===== src/rtl/fifo_rr_push_arb.sv =====
// Round-robin burst arbiter feeding one FIFO push port, with flush control.
// Ports: clk_i/rst_ni (sync, active low); req_valid_i/req_data_i/req_last_i
// and req_ready_o per requester; fifo_full_i/fifo_alm_full_i from the FIFO;
// fifo_push_o/fifo_data_o/fifo_flush_o to it; flush_req_i/flush_busy_o;
// owner_o/busy_o report the current burst owner.
module fifo_rr_push_arb #(
  parameter int NUM_REQ    = 4,
  parameter int DATA_WIDTH = 32,
  parameter int IDX_W      = $clog2(NUM_REQ)
) (
  input  logic                               clk_i,
  input  logic                               rst_ni,
  input  logic [NUM_REQ-1:0]                 req_valid_i,
  input  logic [NUM_REQ-1:0][DATA_WIDTH-1:0] req_data_i,
  input  logic [NUM_REQ-1:0]                 req_last_i,
  output logic [NUM_REQ-1:0]                 req_ready_o,
  input  logic                               fifo_full_i,
  input  logic                               fifo_alm_full_i,
  output logic                               fifo_push_o,
  output logic [DATA_WIDTH-1:0]              fifo_data_o,
  output logic                               fifo_flush_o,
  input  logic                               flush_req_i,
  output logic                               flush_busy_o,
  output logic [IDX_W-1:0]                   owner_o,
  output logic                               busy_o
);

  typedef enum logic [1:0] {
    IDLE,
    BURST,
    FLUSH
  } state_t;

  state_t             state_q, state_d;
  logic [IDX_W-1:0]   rr_q, rr_d;
  logic [IDX_W-1:0]   owner_q, owner_d;
  logic [IDX_W-1:0]   win;
  logic               win_vld;
  logic [NUM_REQ-1:0] ready;
  logic [NUM_REQ-1:0] accept;
  logic               flush;

  function automatic logic [IDX_W-1:0] nxt(
    input logic [IDX_W-1:0] x
  );
    return (int'(x) == NUM_REQ - 1) ? '0
                                    : x + IDX_W'(1);
  endfunction

  // Scan downward so the closest valid index
  // at or after rr_q is the last one written.
  always_comb begin
    int               j;
    logic [IDX_W-1:0] k;
    win     = '0;
    win_vld = 1'b0;
    j       = 0;
    k       = '0;
    for (int i = NUM_REQ - 1; i >= 0; i--) begin
      j = int'(rr_q) + i;
      if (j >= NUM_REQ) j = j - NUM_REQ;
      k = IDX_W'(j);
      if (req_valid_i[k]) begin
        win     = k;
        win_vld = 1'b1;
      end
    end
  end

  always_comb begin
    state_d = state_q;
    rr_d    = rr_q;
    owner_d = owner_q;
    ready   = '0;
    flush   = 1'b0;
    unique case (state_q)
      IDLE: begin
        if (flush_req_i) begin
          state_d = FLUSH;
        end else if (win_vld && !fifo_alm_full_i
                     && !fifo_full_i) begin
          ready[win] = 1'b1;
          if (req_last_i[win]) begin
            rr_d = nxt(win);
          end else begin
            state_d = BURST;
            owner_d = win;
          end
        end
      end
      BURST: begin
        // Locked to the owner; only a full FIFO stalls it.
        ready[owner_q] = !fifo_full_i;
        if (req_valid_i[owner_q] && !fifo_full_i
            && req_last_i[owner_q]) begin
          rr_d    = nxt(owner_q);
          state_d = flush_req_i ? FLUSH : IDLE;
        end
      end
      FLUSH: begin
        flush   = 1'b1;
        state_d = IDLE;
      end
      default: state_d = IDLE;
    endcase
  end

  always_ff @(posedge clk_i) begin
    if (!rst_ni) begin
      state_q <= IDLE;
      rr_q    <= '0;
      owner_q <= '0;
    end else begin
      state_q <= state_d;
      rr_q    <= rr_d;
      owner_q <= owner_d;
    end
  end

  // Outputs are forced quiet while reset is held.
  assign req_ready_o  = rst_ni ? ready : '0;
  assign accept       = req_ready_o & req_valid_i;
  assign fifo_push_o  = |accept;
  assign fifo_flush_o = rst_ni & flush;
  assign flush_busy_o = rst_ni
                        & (flush_req_i | (state_q == FLUSH));
  assign busy_o       = rst_ni & (state_q == BURST);
  assign owner_o      = rst_ni ? owner_q : '0;

  always_comb begin
    fifo_data_o = '0;
    for (int k = 0; k < NUM_REQ; k++) begin
      if (accept[k]) fifo_data_o = fifo_data_o | req_data_i[k];
    end
  end

endmodule

===== config.mk =====
export PLATFORM = sky130hd
export DESIGN_NAME = fifo_rr_push_arb
export DESIGN_NICKNAME = d
export VERILOG_FILES = /design/src/rtl/fifo_rr_push_arb.sv
export SDC_FILE = /design/constraint.sdc
export NUM_CORES = 1
export LEC_CHECK = 0
export CORE_ASPECT_RATIO = 1.25
export CORE_MARGIN = 2
export CORE_UTILIZATION = 28
export CTS_BUF_LIST = sky130_fd_sc_hd__clkbuf_16
export DETAILED_ROUTE_END_ITERATION = 8
export GPL_TIMING_DRIVEN = 1
export PLACE_DENSITY = 0.9
export SETUP_SLACK_MARGIN = 0.1
export SYNTH_ARGS = -nofsm -noshare
export SYNTH_HDL_FRONTEND = slang
export SYNTH_SLANG_ARGS = --single-unit
export TNS_END_PERCENT = 100

===== constraint.sdc =====
create_clock -name clk_i -period 7.3 [get_ports clk_i]
set_input_delay 0.73 -clock clk_i [delete_from_list [all_inputs] [get_ports clk_i]]
set_output_delay 0.73 -clock clk_i [all_outputs]
set_load 0.02 [all_outputs]

# After elaboration in Yosys (flattened, before gate mapping)

Cells that the tools add are included.

Bits in registers: 6
Output and inout port bits: 42
Logic and storage cells: 112

Add/subtract/negate cells: 9
Order comparisons: 12
Equality and inequality tests: 10
Mux-type cells: 53
Bitwise operators: 11
Reduce and logical (&&, ||, !) cells: 14

Operators with widths:

| cell                                                        | number |
|---|---|
| two-way mux 32 bit                                          | 4 |
| OR 32 bit                                                   | 3 |
| two-way mux 2 bit                                           | 20 |
| less-than comparator 2 x 3 -> 1 bit (second input constant) | 6 |
| binary-select mux 1 bit (select 2 bit)                      | 7 |
| two-way mux 1 bit                                           | 14 |
| two-way mux 4 bit                                           | 3 |
| >= comparator 3 bit (second input constant)                 | 3 |
| AND 4 bit                                                   | 2 |
| != test 2 bit (second input constant)                       | 4 |
| one-hot mux 2 bit (2 select lines)                          | 2 |
| one-hot mux 4 bit (2 select lines)                          | 1 |
| subtractor 2 x 1 -> 2 bit (second input constant)           | 4 |
| adder 2 x 2 -> 3 bit (second input constant)                | 2 |
| equality test 2 x 1 -> 1 bit (second input constant)        | 3 |
| logical AND 1 bit                                           | 6 |
| != test 3 bit (second input constant)                       | 2 |
| AND reduction 5 bit                                         | 1 |
| adder 2 x 1 -> 2 bit (second input constant)                | 2 |
| demux 1 bit (select 2 bit)                                  | 2 |
| >= comparator 2 x 1 -> 1 bit (second input constant)        | 2 |
| AND reduction 4 bit                                         | 1 |
| OR reduction 4 bit                                          | 1 |
| adder 2 x 1 -> 3 bit (second input constant)                | 1 |
| 9 further kinds                                             | 13 |

# Logic depth before layout (Yosys ltp)

Word-level depth: 25
Depth in mapped cells: 10
Gate-level depth less buffers: 9

# Least setup slack after synthesis

No wires, ideal clock.

Path type: input-to-output
Start: input req_valid_i[2]
End: output fifo_push_o
Data arrival time: 2797 ps
Path slack: 3773 ps
Cell stages on the path: 8
Cells stage by stage: nor2b_1 > or4b_1 > nand2_1 > inv_1 > ha_1 > a22oi_1 > nor3b_2 > or4_1

Longest elaborated chain between the ends: 16

Ends and longest elaborated chain:

| what                                                                                                             | RTL line | source |
|---|---|---|
| start, declared                                                                                                  | 13       | `input logic [NUM_REQ-1:0] req_valid_i,` |
| binary-select mux 1 bit (select 2 bit)                                                                           | 63       | `if (req_valid_i[k]) begin` |
| two-way mux 1 bit (not written as such)                                                                          | 63       |  |
| two-way mux 2 bit (3 in series)                                                                                  | 63       |  |
| two-way mux 2 bit (*)                                                                                            | 63       |  |
| net win[0]                                                                                                       | 37       | `logic [IDX_W-1:0] win;` |
| less-than comparator 2 x 3 -> 1 bit (not written as such) / >= comparator 2 x 1 -> 1 bit (equally long branches) | 82       | `ready[win] = 1'b1;` |
| logical AND 1 bit (not written as such)                                                                          | 82       |  |
| two-way mux 1 bit (not written as such)                                                                          | 82       |  |
| demux 1 bit (select 2 bit) (*)                                                                                   | 82       |  |
| two-way mux 4 bit (*)                                                                                            | 80       | `end else if (win_vld && !fifo_alm_full_i` |
| two-way mux 4 bit (*)                                                                                            | 78       | `if (flush_req_i) begin` |
| one-hot mux 4 bit (2 select lines) (*)                                                                           | 76       | `unique case (state_q)` |
| two-way mux 4 bit (*)                                                                                            | 121      | `assign req_ready_o = rst_ni ? ready : '0;` |
| AND 4 bit (*)                                                                                                    | 122      | `assign accept = req_ready_o & req_valid_i;` |
| OR reduction 4 bit (*)                                                                                           | 123      | `assign fifo_push_o = \|accept;` |
| end, declared                                                                                                    | 19       | `output logic fifo_push_o,` |

The timed path passes the listed nets; every way through them passes the cells marked *. The select of a mux whose other input is x is not followed.

# Worst setup path after layout

Start: input req_valid_i[1]
End: output fifo_data_o[31]

Longest elaborated chain between the ends: 22

Ends and longest elaborated chain:

| what                                                                                                             | RTL line | source |
|---|---|---|
| binary-select mux 1 bit (select 2 bit)                                                                           | 63       |  |
| two-way mux 1 bit (not written as such)                                                                          | 63       |  |
| two-way mux 2 bit (3 in series)                                                                                  | 63       |  |
| two-way mux 2 bit (*)                                                                                            | 63       |  |
| net win[0]                                                                                                       | 37       |  |
| less-than comparator 2 x 3 -> 1 bit (not written as such) / >= comparator 2 x 1 -> 1 bit (equally long branches) | 82       |  |
| logical AND 1 bit (not written as such)                                                                          | 82       |  |
| two-way mux 1 bit (not written as such)                                                                          | 82       |  |
| [5 not listed]                                                                                                   | -        |  |
| AND 4 bit (*)                                                                                                    | 122      |  |
| two-way mux 32 bit                                                                                               | 133      | `if (accept[k]) fifo_data_o = fifo_data_o \| req_data_i[k];` |
| OR 32 bit                                                                                                        | 133      |  |
| two-way mux 32 bit                                                                                               | 133      |  |
| OR 32 bit                                                                                                        | 133      |  |
| two-way mux 32 bit                                                                                               | 133      |  |
| OR 32 bit                                                                                                        | 133      |  |
| two-way mux 32 bit (*)                                                                                           | 133      |  |
| end, declared                                                                                                    | 20       | `output logic [DATA_WIDTH-1:0] fifo_data_o,` |

Marked as above.

==> qor.txt <==
PD cells: 73.9 mW/mm^2
Global-route wire length before repair: 12300 um
Primary FF master, synth: sky130_fd_sc_hd__dfxtp_1
Synth warnings: 0
Initial core utilization: 29.5%
Total clock sinks: 6
Routed length on met1: 3110 um
Transition at the pin with the smallest max-transition slack: 962 ps
Worst hold path type: register to register
Met2 wire length: 4140 um
GRT Residual Overflow: 0
Met3 WL post-DR: 1020 um
Clock Latency Late Sink: 230 ps
Setup violations, final: 0
Status: finished clean
Syn Nets: 356
Avg WL per Cell: 19.2 um
Max layer used: met4
Via count of the first global-routing pass: 2477
Fraction of layout cells with a size suffix above 1: 4.18%
Count of buffer and inverter cells on the critical path: 3
Area of the multi-input gates: 0.00123 mm^2
Worst setup EP type: output port
Commonest non-fill, non-tap cell in the layout: sky130_fd_sc_hd__clkdlybuf4s50_1
Share of synthesized cell area in and, or, nand and nor gates: 32.4%
Ant diodes: 0
Chip width: 67.6 um
Hold_buf cts: 0
Buffers from clock root to sink, at most: 2
Highest Clock Rate: 0.190 GHz
Mapped Cells: 207
Slowest library cell on the worst path: sky130_fd_sc_hd__nor3b_4
Critical path cell sequence: clkdlybuf4s50_1 > nor2_1 > or4b_1 > nand2_1 > ha_1 > a22oi_1 > nor3b_4 > buf_4 > a22oi_1 > nand2_1 > clkdlybuf4s50_1
Post-detailed-placement half-perimeter wirelength: 7070 um
TritonCTS clock tree: built
Most used cells in the layout excluding fill and tap cells: sky130_fd_sc_hd__clkdlybuf4s50_1 (182), sky130_fd_sc_hd__a22oi_1 (68), sky130_fd_sc_hd__nand2_1 (45)
Yosys cell types: 34
GRT Total Usage: 28.2%
Total clock buffers created by CTS: 3
Number of rows created at floorplan: 28
Cell family with most CP delay: simple AND/OR/NAND/NOR gates
Sequential cell area: 120 um^2
Summed negative setup slack over all endpoints: 0 ps
Max-cap check violation count: 0
Power consumption: 250 uW
Drc violations: 0
Compound-Gate Fraction of Synth Area: 43.8%
DP Worst Slack: 2100 ps
Filler Cells Inserted: 401
Register area share after synthesis: 8.49%
Pin count of the biggest net entering global routing: 34
Static power due to leakage: 0.00134 uW
Router iterations before antenna repair: 5
Clock period minus worst slack: 5250 ps
Setup WS post-layout: 2050 ps
Fraction of synthesized area in multiplexers: 2.21%
Worst Setup Path Type: primary input to output port
Flip-flop and latch count after synthesis: 6
Post-cts sizing count: 0
Detail Route Antenna Nets: 0
WHS: 479 ps
Worst-path fanout max: 24
Initial antenna violation count: 0
WP data arrival: 4520 ps
# IOs: 183
Largest incremental delay on the critical path: 850 ps
Worst EP required: 6570 ps
Syn Std Cell Area: 0.00142 mm^2
Proportion of synthesized flip-flops having asynchronous set or reset: 0%
Post-CTS Repair Setup Buffers: 0
Fin Clk Skew: 1.17 ps
Adder-cell area share of the yosys netlist: 7.07%
Area growth from synthesis to final layout: 139%
Count of port buffers added during placement: 182
Peak VDD IR: 0.133 mV
Cell chosen for the clock root: sky130_fd_sc_hd__clkbuf_16
Detailed-route vias per instance: 5.58
Post-detailed-routing wire length: 8520 um
Largest family of logic cells by synthesized area: compound AO/OA/AOI/OAI gates
Die area: 0.00564 mm^2
Final number of hold-violating endpoints: 0
Chip Height: 83.5 um
Max-slew violation total from the final report: 0
Mapped Avg Cell Area: 6.84 um^2
Unrepaired setup endpoints after global routing: false
Xor-xnor portion of the synthesized cell area: 0%
Share of the cycle needed by the critical path after routing: 71.9%
EDFF count, synth: 0
Vias post-DR: 2474
Headroom to the max-slew limit: 35.8%
Crit start category: primary input
Iteration-0 DRC Markers: 149
Max H-tree Level: 1
Clock transition at path regs: 30 ps
Net total in the final layout: 534
Core outline area: 0.00480 mm^2
Final GP Congestion: 0.933
==> worst paths after layout <==
| kind | depth (start not counted) | to | slack (ps) | start |
|---|---|---|---|---|
| hold reg to reg | 2 | rr_q[0] | 480 | rr_q[0] |
| hold / removal | 2 | rr_q[0] | 480 | rr_q[0] |
| setup reg to reg | 6 | rr_q[1] | 5260 | rr_q[0] |
| setup / recovery | 11 | fifo_data_o[31] | 2050 | req_valid_i[1] |
==> state kept, by name, summed over array words and instances, names as in the netlist <==
| name | cells |
|---|---|
| rr_q | 2 |
| owner_q | 2 |
| state_q | 2 |
==> per-stage QoR <==
step                      instance area, um^2  instances  util (%)
final                                    3380        443      70.4
after global routing                     3380        443      70.4
after CTS                                3380        443      70.4
after detailed placement                 3300        440      68.8
after global placement                   3300        440      68.8
after floorplan                          1420        207         -
==> layer usage <==
metal	vias to the layer above	global-route usage, %
met5	-	0
li1	1158	-
met3	27	10.7
met1	1137	31.1
met4	0	9.09
met2	152	48.2
==> cells by family (layout without fill, tap and decap cells) <==
| group | count (synthesis) | in the layout |
|---|---|---|
| flip-flops | 6 | 6 |
| multiplexers | 3 | 3 |
| AND/OR/NAND/NOR | 87 | 87 |
| AO/OA/AOI/OAI | 84 | 84 |
| adder cells (fa/ha/maj) | 8 | 8 |
| buffers and inverters | 19 | 195 |
==> layout make-up <==
type                       count  share of cell area (%)
clock buffer                   3                    2.22
inverter                       6                   0.667
multi-input combinational    182                    36.5
sequential                     6                    3.56
tap                           60                    2.22
timing repair buffer         186                    54.8
==> power breakdown <==
part / leakage (uW) / total [uW] / switching, uW / internal [uW]
Combinational: 0.00125 / 125 / 41.3 / 83.7
Clock: 0.0000370 / 88.5 / 18.2 / 70.3
Sequential: 0.0000487 / 36.1 / 1.82 / 34.2
Total: 0.00134 / 250 / 61.4 / 188
==> worst reg2reg max path, delay by kind of cell, from the launching register on <==
kind,cells,cell delay [ps]
AOI/OAI and AO/OA,3,750
and+or+nand+nor,2,680
DFF,1,340
muxes,1,160
==> cells in the mapped netlist, drive strengths merged, types with 5 or more instances <==
cell | count | area, um^2
o21ai | 5 | 25.0
dfxtp | 6 | 120
nand2 | 45 | 169
nand3 | 5 | 25.0
a22oi | 68 | 510
nor2 | 12 | 45.0
inv | 6 | 22.5
nor2b | 5 | 31.3
ha | 8 | 100
buf | 12 | 60.1
Power figures use the tool's default switching activity.
